File: src/rtl/ssd_scan_driver_if.sv
// Core-side display bus of the seven-segment scan driver.
// The core stages content with a load pulse; the driver returns its pin-level outputs.
interface ssd_scan_driver_if;
  logic        load;
  logic [15:0] digits_in;
  logic [3:0]  blank_in;
  logic [3:0]  blink_in;
  logic [3:0]  dp_in;
  logic        pending;
  logic [3:0]  an;
  logic [6:0]  seg;
  logic        dp;

  modport master (
    output load, digits_in, blank_in, blink_in, dp_in,
    input  pending, an, seg, dp
  );

  modport slave (
    input  load, digits_in, blank_in, blink_in, dp_in,
    output pending, an, seg, dp
  );
endinterface

File: src/rtl/ssd_scan_driver.sv
// Four-digit multiplexed seven-segment driver: anode scan, hex decode,
// per-digit blank/blink/dp, with staged content committed only at frame boundaries.
module ssd_scan_driver #(
  parameter int unsigned CLK_DIV      = 50000,
  parameter int unsigned BLINK_FRAMES = 125
) (
  input  logic             clk,
  input  logic             rst,
  ssd_scan_driver_if.slave bus
);

  localparam int unsigned NDIG  = 4;
  localparam int unsigned DIG_W = 4;
  localparam int unsigned SEG_W = 7;
  localparam int unsigned DIV_W = (CLK_DIV > 1) ? $clog2(CLK_DIV) : 1;
  localparam int unsigned FRM_W = (BLINK_FRAMES > 1) ? $clog2(BLINK_FRAMES) : 1;

  localparam logic [DIV_W-1:0] DIV_LAST = DIV_W'(CLK_DIV - 1);
  localparam logic [FRM_W-1:0] FRM_LAST = FRM_W'(BLINK_FRAMES - 1);

  typedef enum logic [1:0] {
    DIG0 = 2'd0,
    DIG1 = 2'd1,
    DIG2 = 2'd2,
    DIG3 = 2'd3
  } digit_e;

  typedef struct packed {
    logic [NDIG-1:0][DIG_W-1:0] digits;
    logic [NDIG-1:0]            blank;
    logic [NDIG-1:0]            blink;
    logic [NDIG-1:0]            dp;
  } disp_t;

  localparam disp_t DISP_RST = '{digits: '0, blank: '1, blink: '0, dp: '0};

  // Active-low {g,f,e,d,c,b,a} pattern for one hex nibble.
  function automatic logic [SEG_W-1:0] hex_to_seg(input logic [DIG_W-1:0] h);
    logic [SEG_W-1:0] s;
    s = 7'h7F;
    case (h)
      4'h0: s = 7'b1000000;
      4'h1: s = 7'b1111001;
      4'h2: s = 7'b0100100;
      4'h3: s = 7'b0110000;
      4'h4: s = 7'b0011001;
      4'h5: s = 7'b0010010;
      4'h6: s = 7'b0000010;
      4'h7: s = 7'b1111000;
      4'h8: s = 7'b0000000;
      4'h9: s = 7'b0010000;
      4'hA: s = 7'b0001000;
      4'hB: s = 7'b0000011;
      4'hC: s = 7'b1000110;
      4'hD: s = 7'b0100001;
      4'hE: s = 7'b0000110;
      4'hF: s = 7'b0001110;
      default: s = 7'h7F;
    endcase
    return s;
  endfunction

  digit_e             state_q, state_d;
  logic [DIV_W-1:0]   div_cnt_q, div_cnt_d;
  logic [FRM_W-1:0]   frame_cnt_q, frame_cnt_d;
  logic               blink_phase_q, blink_phase_d;
  logic               pending_q, pending_d;
  disp_t              stage_q, stage_d;
  disp_t              active_q, active_d;
  logic [NDIG-1:0]    an_q, an_d;
  logic [SEG_W-1:0]   seg_q, seg_d;
  logic               dp_q, dp_d;

  logic               div_wrap;
  logic               frame_end;
  logic [1:0]         idx;
  logic               lit;

  // Digit scan state register.
  always_ff @(posedge clk) begin
    if (rst) state_q <= DIG0;
    else     state_q <= state_d;
  end

  // Scan sequencer: advance one digit each time the divider wraps.
  always_comb begin
    state_d = state_q;
    if (div_wrap) begin
      case (state_q)
        DIG0:    state_d = DIG1;
        DIG1:    state_d = DIG2;
        DIG2:    state_d = DIG3;
        DIG3:    state_d = DIG0;
        default: state_d = DIG0;
      endcase
    end
  end

  // Timing, staging/commit and output pattern.
  always_comb begin
    div_cnt_d     = div_cnt_q + DIV_W'(1);
    frame_cnt_d   = frame_cnt_q;
    blink_phase_d = blink_phase_q;
    pending_d     = pending_q;
    stage_d       = stage_q;
    active_d      = active_q;

    div_wrap  = (div_cnt_q == DIV_LAST);
    frame_end = div_wrap && (state_q == DIG3);

    if (div_wrap) div_cnt_d = '0;

    if (frame_end) begin
      if (frame_cnt_q == FRM_LAST) begin
        frame_cnt_d   = '0;
        blink_phase_d = ~blink_phase_q;
      end else begin
        frame_cnt_d = frame_cnt_q + FRM_W'(1);
      end
    end

    // Commit uses the staging contents from before any same-cycle load.
    if (frame_end && pending_q) begin
      active_d  = stage_q;
      pending_d = 1'b0;
    end

    if (bus.load) begin
      stage_d.digits = bus.digits_in;
      stage_d.blank  = bus.blank_in;
      stage_d.blink  = bus.blink_in;
      stage_d.dp     = bus.dp_in;
      pending_d      = 1'b1;
    end

    idx = 2'(state_q);
    lit = !active_q.blank[idx] && !(active_q.blink[idx] && blink_phase_q);

    an_d  = 4'hF;
    seg_d = 7'h7F;
    dp_d  = 1'b1;
    if (lit) begin
      an_d  = ~(4'b0001 << idx);
      seg_d = hex_to_seg(active_q.digits[idx]);
      dp_d  = ~active_q.dp[idx];
    end
  end

  always_ff @(posedge clk) begin
    if (rst) begin
      div_cnt_q     <= '0;
      frame_cnt_q   <= '0;
      blink_phase_q <= 1'b0;
      pending_q     <= 1'b0;
      stage_q       <= DISP_RST;
      active_q      <= DISP_RST;
      an_q          <= 4'hF;
      seg_q         <= 7'h7F;
      dp_q          <= 1'b1;
    end else begin
      div_cnt_q     <= div_cnt_d;
      frame_cnt_q   <= frame_cnt_d;
      blink_phase_q <= blink_phase_d;
      pending_q     <= pending_d;
      stage_q       <= stage_d;
      active_q      <= active_d;
      an_q          <= an_d;
      seg_q         <= seg_d;
      dp_q          <= dp_d;
    end
  end

  assign bus.pending = pending_q;
  assign bus.an      = an_q;
  assign bus.seg     = seg_q;
  assign bus.dp      = dp_q;

endmodule

File: src/flat_wrapper.sv
// flat-port wrapper written by rule: the top's interface ports become plain ports
module ssd_scan_driver_flat 
#(
  parameter int unsigned CLK_DIV      = 50000,
  parameter int unsigned BLINK_FRAMES = 125
)
  (clk, rst, bus_load, bus_digits_in, bus_blank_in, bus_blink_in, bus_dp_in, bus_pending, bus_an, bus_seg, bus_dp);
  ssd_scan_driver_if bus_i ();
  input  logic clk;
  input  logic rst;
  input wire logic [$bits(bus_i.load)-1:0] bus_load;
  input wire logic [$bits(bus_i.digits_in)-1:0] bus_digits_in;
  input wire logic [$bits(bus_i.blank_in)-1:0] bus_blank_in;
  input wire logic [$bits(bus_i.blink_in)-1:0] bus_blink_in;
  input wire logic [$bits(bus_i.dp_in)-1:0] bus_dp_in;
  output wire logic [$bits(bus_i.pending)-1:0] bus_pending;
  output wire logic [$bits(bus_i.an)-1:0] bus_an;
  output wire logic [$bits(bus_i.seg)-1:0] bus_seg;
  output wire logic [$bits(bus_i.dp)-1:0] bus_dp;
  assign bus_i.load = bus_load;
  assign bus_i.digits_in = bus_digits_in;
  assign bus_i.blank_in = bus_blank_in;
  assign bus_i.blink_in = bus_blink_in;
  assign bus_i.dp_in = bus_dp_in;
  assign bus_pending = bus_i.pending;
  assign bus_an = bus_i.an;
  assign bus_seg = bus_i.seg;
  assign bus_dp = bus_i.dp;
  ssd_scan_driver #(.CLK_DIV(CLK_DIV), .BLINK_FRAMES(BLINK_FRAMES)) u_core (.clk(clk), .rst(rst), .bus(bus_i));
endmodule
File: config.mk
export PLATFORM = sky130hd
export DESIGN_NAME = ssd_scan_driver_flat
export DESIGN_NICKNAME = d
export VERILOG_FILES = /design/src/rtl/ssd_scan_driver_if.sv /design/src/rtl/ssd_scan_driver.sv /design/src/flat_wrapper.sv
export SDC_FILE = /design/constraint.sdc
export NUM_CORES = 1
export LEC_CHECK = 0
export ABC_CLOCK_PERIOD_IN_PS = 2440
export CORE_MARGIN = 5
export CORE_UTILIZATION = 57
export DETAILED_ROUTE_END_ITERATION = 16
export PLACE_DENSITY = 0.8
export SETUP_SLACK_MARGIN = 0.5
export SLEW_MARGIN = 20
export SYNTH_ARGS = -nofsm -noshare
export SYNTH_HDL_FRONTEND = slang
export SYNTH_SLANG_ARGS = --single-unit
File: constraint.sdc
create_clock -name clk -period 2.44 [get_ports clk]
set_clock_uncertainty 0.05 [all_clocks]
set_input_delay 0.244 -clock clk [delete_from_list [all_inputs] [get_ports clk]]
set_output_delay 0.244 -clock clk [all_outputs]
set_load 0.005 [all_outputs]
==> After elaboration in Yosys (flattened, before gate mapping) <==
Memory sizes are Yosys's and may differ from the RTL's. A register that Yosys moved wholly into a read port is not among the register bits.
Index checks and enable logic that the tools add are counted.
{ "word_totals": {"latchBits": 0, "ram_bits": 0, "romBits": 112, "word_cells": 58, "memories": 1, "reg_bits": 88, "out_inout_bits": 13} }
{ "op_classes": {"n_reduce_logical": 11, "shift": 1, "eq_ne": 5, "n_lt_le_gt_ge": 1, "mux": 12, "multipliers": 0, "n_bitwise": 4, "add_sub_neg": 2, "div": 0} }
{ "mem_list": {"columns": ["memory", "words", "width", "read_ports", "rd_ports_with_merged_regs", "wr", "line", "source"], "rows": [
  ["(no name shown)", 16, 7, 1, 1, 0, "ssd_scan_driver.sv:41", "case (h)"]
]} }
{ "ops": {"columns": ["cell", "count"], "rows": [
  ["16-bit by 1-bit adder with 16-bit output, second input constant", 1],
  ["16-bit == test, second input constant", 1],
  ["4-bit binary-select mux with 2-bit select", 1],
  ["2-bit one-hot mux with 4 select lines", 1],
  ["7-bit by 1-bit adder with 7-bit output, second input constant", 1],
  ["7-bit == test, second input constant", 1],
  ["7-bit 2-to-1 mux", 1],
  ["1-bit binary-select mux with 2-bit select", 3],
  ["1-bit 2-to-1 mux", 5],
  ["2-bit == test, second input constant", 2],
  ["1-bit logical AND", 4],
  ["4-bit 2-to-1 mux", 1],
  ["4-bit NOT", 1],
  ["2-bit OR reduction", 2],
  ["1-bit by 2-bit << shifter with 4-bit output, first input constant", 1],
  ["2-bit by 3-bit less-than comparator with 1-bit output, second input constant", 1],
  ["1-bit NOT", 3],
  ["2-bit by 1-bit == test with 1-bit output, second input constant", 1],
  ["1-bit zero test", 2],
  ["2-bit zero test", 1],
  ["2-bit AND reduction", 1],
  ["2-bit nonzero test", 1]
]} }

==> Depth between registers and ports, before layout <==
Gate-level depths: netlist of the first run.
{ "depth": {"word_depth": 7, "mapped_depth": 7, "depth_no_buf": 6} }

==> Worst setup path before layout of the first run <==
Ideal clock, no wire load.
{ "synth_timing": {"path_kind": "register -> register", "from": "reg u_core.state_q[0], in the netlist u_core.idx[0]", "to": "reg u_core.seg_q[3], in the netlist u_core.bus.seg[3]", "setup_time_ps": 125, "n_path_buf": 1, "setup_slack_ps": 506, "stages_incl_launch_ff": 7, "t_arrival_ps": 1760, "cell_sequence": "dfxtp_1 -> buf_4 -> mux4_2 -> ha_1 -> and2_1 -> a211oi_1 -> o21ai_0"} }
{ "synth_via": {"elab_chain_cells": 7, "elab_cells_between_ends": 12} }
{ "synth_lines": {"columns": ["item", "line", "source"], "rows": [
  ["start, declared", "ssd_scan_driver.sv:63", "digit_e state_q, state_d;"],
  ["start signal, assigned", "ssd_scan_driver.sv:82", "else state_q <= state_d;"],
  ["1-bit binary-select mux with 2-bit select", "ssd_scan_driver.sv:137", "lit = !active_q.blank[idx] && !(active_q.blink[idx] && blink_phase_q);"],
  ["1-bit 2-to-1 mux (implied by the code)", "ssd_scan_driver.sv:137", null],
  ["1-bit logical AND", "ssd_scan_driver.sv:137", null],
  ["1-bit zero test", "ssd_scan_driver.sv:137", null],
  ["1-bit logical AND", "ssd_scan_driver.sv:137", null],
  ["1-bit NOT (no source line)", null, null],
  ["2-bit OR reduction (no source line)", null, null],
  ["end, declared", "ssd_scan_driver.sv:71", "logic [SEG_W-1:0] seg_q, seg_d;"]
]} }
Parallel ways exist; a longest one is shown, timed or not. The select of a mux whose other input is x is not followed.
A chain may end at the register's enable or synchronous reset.

==> Final worst setup path of the first run <==
{ "layout_timing": {"from": "reg u_core.div_cnt_q[0]", "to": "reg u_core.blink_phase_q"} }
{ "layout_via": {"elab_chain_cells": 3} }
{ "layout_lines": {"columns": ["item", "line", "source"], "rows": [
  ["start, declared", "ssd_scan_driver.sv:64", "logic [DIV_W-1:0] div_cnt_q, div_cnt_d;"],
  ["start signal, assigned", "ssd_scan_driver.sv:161", "div_cnt_q <= div_cnt_d;"],
  ["16-bit == test", "ssd_scan_driver.sv:108", "div_wrap = (div_cnt_q == DIV_LAST);"],
  ["1-bit logical AND", "ssd_scan_driver.sv:109", "frame_end = div_wrap && (state_q == DIG3);"],
  ["2-bit AND reduction (no source line)", null, null],
  ["end signal, assigned", "ssd_scan_driver.sv:163", "blink_phase_q <= blink_phase_d;"],
  ["end, declared", "ssd_scan_driver.sv:66", "logic blink_phase_q, blink_phase_d;"]
]} }
Every way passes these cells.

==> impl_table.tex, run 1 <==
\begin{tabular}{lr}
\hline
Metric & Value \\
\hline
\multicolumn{2}{l}{\textbf{Cells and area}} \\
Layout overhead on the synthesized area & 17.2\% \\
Share of final-layout standard cells stronger than drive strength 1 & 11.0\% \\
Antenna diode count & 0 \\
Area of all placed cells without fillers & 0.00507 mm² \\
Net count, final & 532 \\
\multicolumn{2}{l}{\textbf{Clocking}} \\
Clock latency reported for the late side of the worst-skew pair & 360 ps \\
Clock Path Buffers & 2 \\
Clock transition time at the flip-flop clock pins of the worst setup and hold paths & 90 ps \\
Root Driver & clkbuf\_8 \\
TritonCTS clock tree & built \\
Clock buffers created by TritonCTS & 9 \\
\# hold bufs at CTS & 0 \\
Clock sink count & 95 \\
H-tree depth reported by CTS & 3 \\
\multicolumn{2}{l}{\textbf{Die}} \\
Starting Density & 59.0\% \\
Boundary Pins & 44 \\
Die ar. & 0.00944 mm² \\
Die span in y & 97.1 µm \\
Core ar. & 0.00733 mm² \\
Core Rows & 31 \\
Die width & 97.1 µm \\
\multicolumn{2}{l}{\textbf{GRT}} \\
Number of global-route vias before repair & 3328 \\
GRT met2 Usage & 31.4\% \\
Met1 routing resource usage after global routing & 25.0\% \\
Pin count of the biggest net entering global routing & 58 \\
Antenna violations before repair & 0 \\
Layer carrying the most global-route usage & met2 \\
GRT met3 Usage & 3.80\% \\
Gr ovfl total & 0 \\
Wire length of the first global-routing pass & 15400 µm \\
Overall fraction of global-route tracks in use & 19.3\% \\
\multicolumn{2}{l}{\textbf{Timing}} \\
Final critical-path share of the clock period & 76.2\% \\
RSZ-0062 raised after global routing & no \\
Max-Slew Margin vs Limit & 61.6\% \\
Final hold vios & 0 \\
Fin Setup TNS & 0 ps \\
Max-slew violation count & 0 \\
Maximum clock rate & 538 MHz \\
Final critical-path required period & 1860 ps \\
Slew at the pin with the worst max-slew slack & 576 ps \\
\# setup viols final & 0 \\
\multicolumn{2}{l}{\textbf{Critical path}} \\
Kind of critical path & register to register \\
Reg2reg path depth & 5 \\
Kind of capture point of the worst setup path & register \\
Worst EP required & 2670 ps \\
Critical Path Source & u\_core.div\_cnt\_q[0] \\
Startpoint kind of the worst setup timing path & register \\
Critical Path Fanout Max & 11 \\
FF-to-FF Start & u\_core.div\_cnt\_q[0] \\
Worst Path Arrival & 2090 ps \\
\multicolumn{2}{l}{\textbf{Yosys}} \\
Register area share after synthesis & 43.9\% \\
Main synth FF type & dfxtp\_1 \\
Synthesized netlist cell count & 452 \\
Distinct cell type count after synthesis & 44 \\
Flop and latch count out of synthesis & 95 \\
Synthesis Warnings & 0 \\
Post-synth net total & 497 \\
Number of flops mapped to enable cells by yosys & 0 \\
Area of the mapped netlist & 0.00433 mm² \\
Async S/R FF share, synth & 0\% \\
Post-synthesis average cell area & 9.58 µm² \\
\multicolumn{2}{l}{\textbf{Route}} \\
Total via count after detailed routing & 3540 \\
Routed via count divided by cell count & 5.99 \\
Detail-routed net length per standard cell & 16.1 µm \\
WL final & 9500 µm \\
Detail Route Antenna Nets & 0 \\
DRT iter0 DRCs & 239 \\
Detailed-routing iteration count for the pre-antenna-repair pass & 5 \\
Remaining routing DRC violations & 0 \\
\multicolumn{2}{l}{\textbf{Pwr}} \\
Maximum vdd ir drop & 0.000438 V \\
Leakage Power & 0.00185 µW \\
Pwr/cell area & 535 mW/mm² \\
Total power draw & 2710 µW \\
\multicolumn{2}{l}{\textbf{Placed design}} \\
Area post-placement & 0.00478 mm² \\
HPWL after DPL & 6280 µm \\
Final weighted congestion of routability-driven global placement & 0.833 \\
Total of buffers placed on input and output ports & 43 \\
\multicolumn{2}{l}{\textbf{Run}} \\
Max Cap Viol & 0 \\
\multicolumn{2}{l}{\textbf{Min path}} \\
Type of the tightest min-delay check & input pin to register \\
Launch instance of the worst min-delay path & rst \\
Hold-critical path depth & 2 \\
\multicolumn{2}{l}{\textbf{Run status}} \\
Outcome & completed \\
\hline
\end{tabular}
==> cell families after synthesis <==
logic type,Yosys count,synth area share (%)
multiplexers,42,11.8
XOR/XNOR,17,3.44
AO/OA/AOI/OAI,90,13.3
buffers and inverters,46,4.63
flip-flops,95,43.9
adder cells (fa/ha/maj),14,4.05
AND/OR/NAND/NOR,148,18.9
==> flip-flops by register name (all words and copies together), names as in the netlist <==
| signal | flops |
|---|---|
| u_core.idx | 2 |
| u_core.frame_cnt_q | 7 |
| u_core.bus.an | 4 |
| u_core.blink_phase_q | 1 |
| u_core.stage_q | 28 |
| u_core.div_cnt_q | 16 |
| u_core.bus.dp | 1 |
| u_core.bus.seg | 7 |
| u_core.active_q | 28 |
| u_core.bus.pending | 1 |
==> worst max-delay path: stages (launching register included) <==
cell and delay, ps:
dfxtp_1 390, ha_1 240, and3_2 270, nand3_4 150
or4_1 540, a21oi_1 150
==> cell usage in the layout, fill, tap and decap left out, drive strengths merged, types with 9 or more instances in the layout <==
cell and instances:
a21oi 35, buf 18, nand2 22, nand4 37, nand3 10, ha 14, o21ai 9, dfxtp 95
mux2i 34, nor2 43, clkbuf 12, inv 10, clkdlybuf4s50 42, xor2 10, o31ai 29
==> cell type report <==
type / instances / area [µm²]
clock buffers: 12 / 155
fillers: 565 / 2260
repair buffers: 60 / 572
clock inverters: 4 / 30.0
well taps: 99 / 124
inverters: 10 / 37.5
flip-flops and latches: 95 / 1910
multi-input cells: 311 / 2250
==> timing repair <==
action / CTS / global route
pin swaps: 0 / 1
gates cloned: 0 / 0
hold endpoints to repair: 0 / 0
setup buffers: 0 / 8
resized for setup: 2 / 12
setup endpoints to repair: 23 / 61
==> path summary, 6_finish.rpt <==
| kind | to | slack (ps) |
|---|---|---|
| worst max-delay path | u_core.blink_phase_q | 580 |
| worst min-delay path | u_core.idx[1] | 90 |
| worst max register to register | u_core.blink_phase_q | 580 |
| worst min register to register | u_core.active_q[24] | 430 |
==> synthesized netlist by cell type, types with 2 or more instances <==
cell,number,area share [%]
mux2i_1,34,7.9
o41ai_1,2,0.40
a211oi_1,2,0.35
buf_4,3,0.52
o21ai_0,9,1.0
nand2_1,21,1.8
nor4bb_1,3,0.69
and2_1,4,0.58
xnor2_1,7,1.4
a31oi_1,5,0.72
nor2_1,43,3.7
o31ai_1,29,5.0
mux4_2,7,3.6
nand3_1,9,1.0
nor3_1,4,0.46
buf_2,13,1.5
nand4_1,37,5.3
dfxtp_1,95,44
xor2_1,10,2.0
nor4_1,7,1.0
and4_1,4,0.81
and3_1,6,0.87
inv_1,9,0.78
ha_1,14,4.0
nor4b_4,2,1.1
a21oi_1,35,4.0
o221ai_1,3,0.61
clkbuf_1,19,1.6
==> layer usage <==
| layer | routed length (µm) | up-vias |
|---|---|---|
| met5 | 0 | - |
| met4 | 232 | 0 |
| met3 | 345 | 20 |
| met2 | 4550 | 80 |
| met1 | 4370 | 1705 |
| li1 | - | 1735 |
==> stage by stage <==
stage	util [%]	instances	setup WS [ps]	hold WS [ps]
6_report	69.2	591	581	89.5
5_1_grt	69.2	591	474	97.0
4_1_cts	67.9	583	504	67.8
3_5_place_dp	65.2	567	462	406
3_3_place_gp	65.2	567	531	393
2_1_floorplan	-	452	506	322
==> power by group <==
group          leakage, µW  switching, µW  internal (µW)
clock network    0.0000926            523            428
registers         0.000774           25.7           1580
logic             0.000980           75.7           79.5
Note: power is estimated with default switching activity, not from simulation.
==> run 2, diff against run 1 <==
- ABC_CLOCK_PERIOD_IN_PS: 2440 -> 1500
- CORE_UTILIZATION: 57 -> 51
- PLACE_DENSITY: 0.8 -> 0.76
- clock period: 2.44 -> 1.5 ns (I/O delays scaled with it)
==> run 2 against run 1 <==
Effect of this change:
- the run now ends with negative setup slack left
- global-route usage rose by 4.2 points
- cell area rose by 25%
- wire length rose by 41%
- clock power rose by 80%
- total power rose by 72%
- clock-buffer cell count fell by 2
- flip-flop and latch count did not move
- via count rose by 15%
- largest cell class unchanged
==> impl_table.tex, run 2 (synthesis results as in run 1) <==
\begin{tabular}{lr}
\hline
Metric & Value \\
\hline
\multicolumn{2}{l}{\textbf{Placed design}} \\
Placed Instances & 623 \\
Final weighted congestion of routability-driven global placement & 0.866 \\
HPWL after DPL & 7170 µm \\
Total of buffers placed on input and output ports & 43 \\
\multicolumn{2}{l}{\textbf{Cells and area}} \\
Area of combinational cells with multiple inputs & 0.00264 mm² \\
Fin cells & 670 \\
Sequential Area & 0.00193 mm² \\
Fill cells & 491 \\
Layout overhead on the synthesized area & 46.5\% \\
Regs by FF count & u\_core.active\_q: 28 flops, u\_core.stage\_q: 28 flops, u\_core.div\_cnt\_q: 16 flops \\
Top library cells by usage in the layout, fill and taps aside & dfxtp\_1 (79), buf\_4 (61), nand4\_1 (37) \\
Antenna diode count & 0 \\
Net count, final & 605 \\
Share of final-layout standard cells stronger than drive strength 1 & 40.2\% \\
Commonest non-fill, non-tap cell in the layout & dfxtp\_1 \\
\multicolumn{2}{l}{\textbf{Route}} \\
Routed via count divided by cell count & 6.09 \\
DRT iter0 DRCs & 303 \\
Detail Route Antenna Nets & 0 \\
WL final & 13400 µm \\
Detail-routed net length per standard cell & 20.0 µm \\
Total via count after detailed routing & 4081 \\
Detailed-routing iteration count for the pre-antenna-repair pass & 5 \\
Remaining routing DRC violations & 0 \\
\multicolumn{2}{l}{\textbf{Die}} \\
Core ar. & 0.00826 mm² \\
Core Rows & 33 \\
Die span in y & 102 µm \\
Die width & 102 µm \\
Boundary Pins & 44 \\
Starting Density & 52.4\% \\
Die ar. & 0.0104 mm² \\
\multicolumn{2}{l}{\textbf{Critical path}} \\
Kind of capture point of the worst setup path & register \\
Reg2reg path depth & 5 \\
Slowest stage delay, CP & 610 ps \\
Startpoint kind of the worst setup timing path & register \\
Worst EP required & 1690 ps \\
Number of buffer and inverter instances along the worst setup path & 1 \\
Cell count along the critical path & 5 \\
Cell family contributing the most delay on the critical path & multiplexers \\
Kind of critical path & register to register \\
Worst Path Arrival & 2060 ps \\
Critical Path Fanout Max & 4 \\
Cell-by-cell listing of the critical path & mux4\_2 > ha\_4 > buf\_4 > nor3\_1 > o31ai\_1 \\
Cell type of the slowest stage on the worst timing path & mux4\_2 \\
\multicolumn{2}{l}{\textbf{Timing}} \\
Final hold vios & 0 \\
Final critical-path share of the clock period & 125\% \\
Maximum clock rate & 535 MHz \\
Hold Worst Slack & 170 ps \\
\# setup viols final & 66 \\
Max-Slew Margin vs Limit & 56.6\% \\
Slew at the pin with the worst max-slew slack & 650 ps \\
Final critical-path required period & 1870 ps \\
Max-slew violation count & 0 \\
Final Worst Setup Slack & -369 ps \\
RSZ-0062 raised after global routing & yes \\
\multicolumn{2}{l}{\textbf{Min path}} \\
Hold-critical path depth & 2 \\
Type of the tightest min-delay check & input pin to register \\
\multicolumn{2}{l}{\textbf{GRT}} \\
Number of global-route vias before repair & 3842 \\
Overall fraction of global-route tracks in use & 23.5\% \\
Wire length of the first global-routing pass & 19300 µm \\
Antenna violations before repair & 0 \\
Gr ovfl total & 0 \\
Pin count of the biggest net entering global routing & 29 \\
\multicolumn{2}{l}{\textbf{Run status}} \\
Outcome & complete, but fails checks \\
Violations in the final reports & negative setup slack \\
\multicolumn{2}{l}{\textbf{Clocking}} \\
Root Driver & clkbuf\_8 \\
Clock transition time at the flip-flop clock pins of the worst setup and hold paths & 90 ps \\
Clock buffers created by TritonCTS & 9 \\
\# hold bufs at CTS & 0 \\
H-tree depth reported by CTS & 3 \\
TritonCTS clock tree & built \\
Clock sink count & 95 \\
Clock latency reported for the late side of the worst-skew pair & 370 ps \\
Clock Path Buffers & 2 \\
\multicolumn{2}{l}{\textbf{Pwr}} \\
Total power draw & 4670 µW \\
Leakage Power & 0.00232 µW \\
Pwr/cell area & 736 mW/mm² \\
Maximum vdd ir drop & 0.000765 V \\
\multicolumn{2}{l}{\textbf{Run}} \\
Max Cap Viol & 0 \\
\hline
\end{tabular}
run 2: through the flow:
stage / cell area, µm² / util, % / TNS, ps / setup slack [ps]
2_1_floorplan: 4560 / - / -2990 / -300
3_3_place_gp: 5320 / 64.4 / -5220 / -245
3_5_place_dp: 5320 / 64.4 / -7620 / -309
4_1_cts: 5960 / 72.1 / -11240 / -283
5_1_grt: 6340 / 76.8 / -18540 / -441
6_report: 6340 / 76.8 / -14940 / -369
run 2: final timing paths:
path | slack [ps] | endpoint | startpoint
max | -370 | u_core.bus.seg[0] | u_core.idx[0]
min | 170 | u_core.div_cnt_q[2] | rst
max reg2reg | -370 | u_core.bus.seg[0] | u_core.idx[0]
min reg2reg | 440 | u_core.active_q[25] | u_core.stage_q[25]
run 2: what timing repair did:
item / in CTS / in global routing
gates cloned: 8 / 2
buffers inserted: 14 / 7
hold endpoints to repair: 0 / 0
gates resized for setup: 94 / 62
setup endpoints to repair: 79 / 76
pin swaps: 26 / 24
run 2: area by class of cell:
class	count	area share, %
well taps	105	2.07
flip-flops and latches	95	30.4
inverters	10	0.631
repair buffers	133	22.2
clock inverters	6	0.927
multi-input cells	311	41.6
clock buffers	10	2.17
run 2: layer usage:
layer	track usage, %	vias to the layer above	share of wire, %
met5	0	-	0
met4	7.77	0	3.1
met3	5.53	39	6.0
met2	39.8	174	50
met1	29.5	1977	41
li1	-	1891	-
run 2: worst reg2reg max path: cells and delay by family, from the launching register on:
| family | cells | cell delay, ps |
|---|---|---|
| buffers and inverters | 1 | 130 |
| adder cells (fa/ha/maj) | 1 | 210 |
| AO/OA/AOI/OAI | 1 | 120 |
| flip-flops | 1 | 400 |
| AND/OR/NAND/NOR | 1 | 240 |
| multiplexers | 1 | 610 |
run 2: power breakdown:
part | switching [µW] | internal (µW) | leakage, µW
registers | 41.0 | 2570 | 0.000778
clock network | 895 | 811 | 0.000106
logic | 169 | 179 | 0.00143
==> run 3, diff against run 2 <==
- CORE_UTILIZATION: 51 -> 40
- PLACE_DENSITY: 0.76 -> default
- PLACE_DENSITY_LB_ADDON: default -> 0.1
==> run 3 against run 2 <==
Effect of this change:
- the run still ends with negative setup slack left
- clock power increased by 4%
- maximum frequency increased by 2.4%
- total power up 1.3%
- first-iteration DRC count is 4.0% lower
- non-clock buffer count grew 20
- combinational power is essentially flat
- global-route usage down 1.0 points
- die area is 25% higher
- register-to-register slack gained 40 ps
- largest cell class unchanged
- highest routed layer unchanged
==> impl_table.tex, run 3 (synthesis results as in run 1) <==
\begin{tabular}{lr}
\hline
Metric & Value \\
\hline
\multicolumn{2}{l}{\textbf{Run status}} \\
Outcome & complete, but fails checks \\
Violations in the final reports & negative setup slack \\
\multicolumn{2}{l}{\textbf{Clocking}} \\
TritonCTS clock tree & built \\
\# hold bufs at CTS & 0 \\
Root Driver & clkbuf\_8 \\
Clock buffers created by TritonCTS & 9 \\
H-tree depth reported by CTS & 3 \\
Clock latency reported for the late side of the worst-skew pair & 380 ps \\
Clock Path Buffers & 2 \\
Clock sink count & 95 \\
Clock transition time at the flip-flop clock pins of the worst setup and hold paths & 90 ps \\
\multicolumn{2}{l}{\textbf{Critical path}} \\
Destination of the critical timing path & u\_core.active\_q[16] \\
Capture point of the worst reg-to-reg path & u\_core.active\_q[16] \\
Worst EP required & 1750 ps \\
Kind of critical path & register to register \\
Kind of capture point of the worst setup path & register \\
FF-to-FF Start & u\_core.div\_cnt\_q[7] \\
R2R Setup Slk & -330 ps \\
Critical Path Fanout Max & 5 \\
Worst Path Arrival & 2080 ps \\
Critical Path Source & u\_core.div\_cnt\_q[7] \\
Startpoint kind of the worst setup timing path & register \\
Reg2reg path depth & 6 \\
\multicolumn{2}{l}{\textbf{Timing}} \\
Max-Slew Margin vs Limit & 22.1\% \\
Final critical-path required period & 1830 ps \\
Maximum clock rate & 548 MHz \\
Hold Worst Slack & 57.7 ps \\
Final Worst Setup Slack & -326 ps \\
\# setup viols final & 66 \\
Final critical-path share of the clock period & 122\% \\
RSZ-0062 raised after global routing & yes \\
Slew at the pin with the worst max-slew slack & 1170 ps \\
Max-slew violation count & 0 \\
Final hold vios & 0 \\
\multicolumn{2}{l}{\textbf{Die}} \\
Boundary Pins & 44 \\
Die span in y & 114 µm \\
Starting Density & 40.3\% \\
Core ar. & 0.0107 mm² \\
Die ar. & 0.0130 mm² \\
Core Rows & 38 \\
Die width & 114 µm \\
\multicolumn{2}{l}{\textbf{Route}} \\
DRT iter0 DRCs & 291 \\
Remaining routing DRC violations & 0 \\
WL final & 15000 µm \\
Routed via count divided by cell count & 5.73 \\
Detailed-routing iteration count for the pre-antenna-repair pass & 4 \\
Detail-routed net length per standard cell & 20.7 µm \\
Detail Route Antenna Nets & 0 \\
Total via count after detailed routing & 4149 \\
\multicolumn{2}{l}{\textbf{Cells and area}} \\
Net count, final & 625 \\
Layout overhead on the synthesized area & 65.5\% \\
Fill cells & 821 \\
Area of combinational cells with multiple inputs & 0.00292 mm² \\
Commonest non-fill, non-tap cell in the layout & dfxtp\_1 \\
Top library cells by usage in the layout, fill and taps aside & dfxtp\_1 (79), buf\_4 (58), nand4\_1 (37) \\
Sequential Area & 0.00193 mm² \\
Share of final-layout standard cells stronger than drive strength 1 & 43.8\% \\
Antenna diode count & 0 \\
Regs by FF count & u\_core.active\_q: 28 flops, u\_core.stage\_q: 28 flops, u\_core.div\_cnt\_q: 16 flops \\
\multicolumn{2}{l}{\textbf{Run}} \\
Max Cap Viol & 0 \\
\multicolumn{2}{l}{\textbf{Placed design}} \\
HPWL after DPL & 7350 µm \\
Final weighted congestion of routability-driven global placement & 0.842 \\
Setup slack at placement & -306 ps \\
Total of buffers placed on input and output ports & 43 \\
\multicolumn{2}{l}{\textbf{GRT}} \\
Gr ovfl total & 0 \\
GRT met3 Usage & 4.72\% \\
Pin count of the biggest net entering global routing & 31 \\
Layer carrying the most global-route usage & met2 \\
Antenna violations before repair & 0 \\
Met1 routing resource usage after global routing & 27.3\% \\
Number of global-route vias before repair & 4019 \\
Wire length of the first global-routing pass & 22400 µm \\
GRT met2 Usage & 38.0\% \\
Overall fraction of global-route tracks in use & 22.5\% \\
\multicolumn{2}{l}{\textbf{Pwr}} \\
Leakage Power & 0.00265 µW \\
Maximum vdd ir drop & 0.000467 V \\
Pwr/cell area & 660 mW/mm² \\
\multicolumn{2}{l}{\textbf{Min path}} \\
Type of the tightest min-delay check & input pin to register \\
Launch instance of the worst min-delay path & rst \\
\hline
\end{tabular}
## run 3: how the worst min path moves through the flow
stage	end	slack (ps)	depth (start not counted)
after global routing	u_core.bus.pending	50	2
after detailed placement	u_core.stage_q[10]	410	2
after global placement	u_core.active_q[20]	410	2
final	u_core.bus.pending	60	2
after CTS	u_core.bus.pending	40	2
after floorplan	u_core.stage_q[10]	230	2
## run 3: critical path, stage by stage (launching register included)
cell	delay [ps]
dfxtp_4	360
nor4b_4	360
and3_4	320
buf_4	140
buf_12	120
nand4_1	190
a21oi_2	220
## run 3: report_power, final
part | switching [µW] | internal (µW) | total, µW
logic | 182 | 166 | 347
registers | 41.2 | 2570 | 2610
clock network | 915 | 852 | 1770
## run 3: routing by layer
layer / vias up / routed length (µm) / part of all wire (%)
met5: - / 0 / 0
met4: 0 / 630 / 4.2
met3: 47 / 811 / 5.4
met2: 128 / 7650 / 51
met1: 2042 / 5860 / 39
li1: 1932 / - / -
## run 3: timing repair
item	CTS	global route
pin swaps	62	41
setup endpoints to repair	79	80
buffers inserted	20	9
gates cloned	19	1
resized for setup	161	52
## run 3: layout make-up
cell class	count	share of cell area (%)
Clock buffer	12	2.17
Clock inverter	3	0.594
Inverter	10	0.559
Multi-Input combinational cell	311	40.7
Sequential cell	95	26.9
Tap cell	140	2.45
Timing Repair Buffer	153	26.6
## run 3: per-stage QoR
step	util, %	cells	setup TNS [ps]	total power (µW)	instance area [µm²]
finish	66.6	724	-15170	4730	7160
global route	66.6	724	-19250	4870	7160
CTS	63.5	714	-10820	4710	6830
detailed placement	49.9	660	-7070	2960	5360
global placement	49.9	660	-6270	2950	5360
floorplan	-	452	-2990	2820	4560
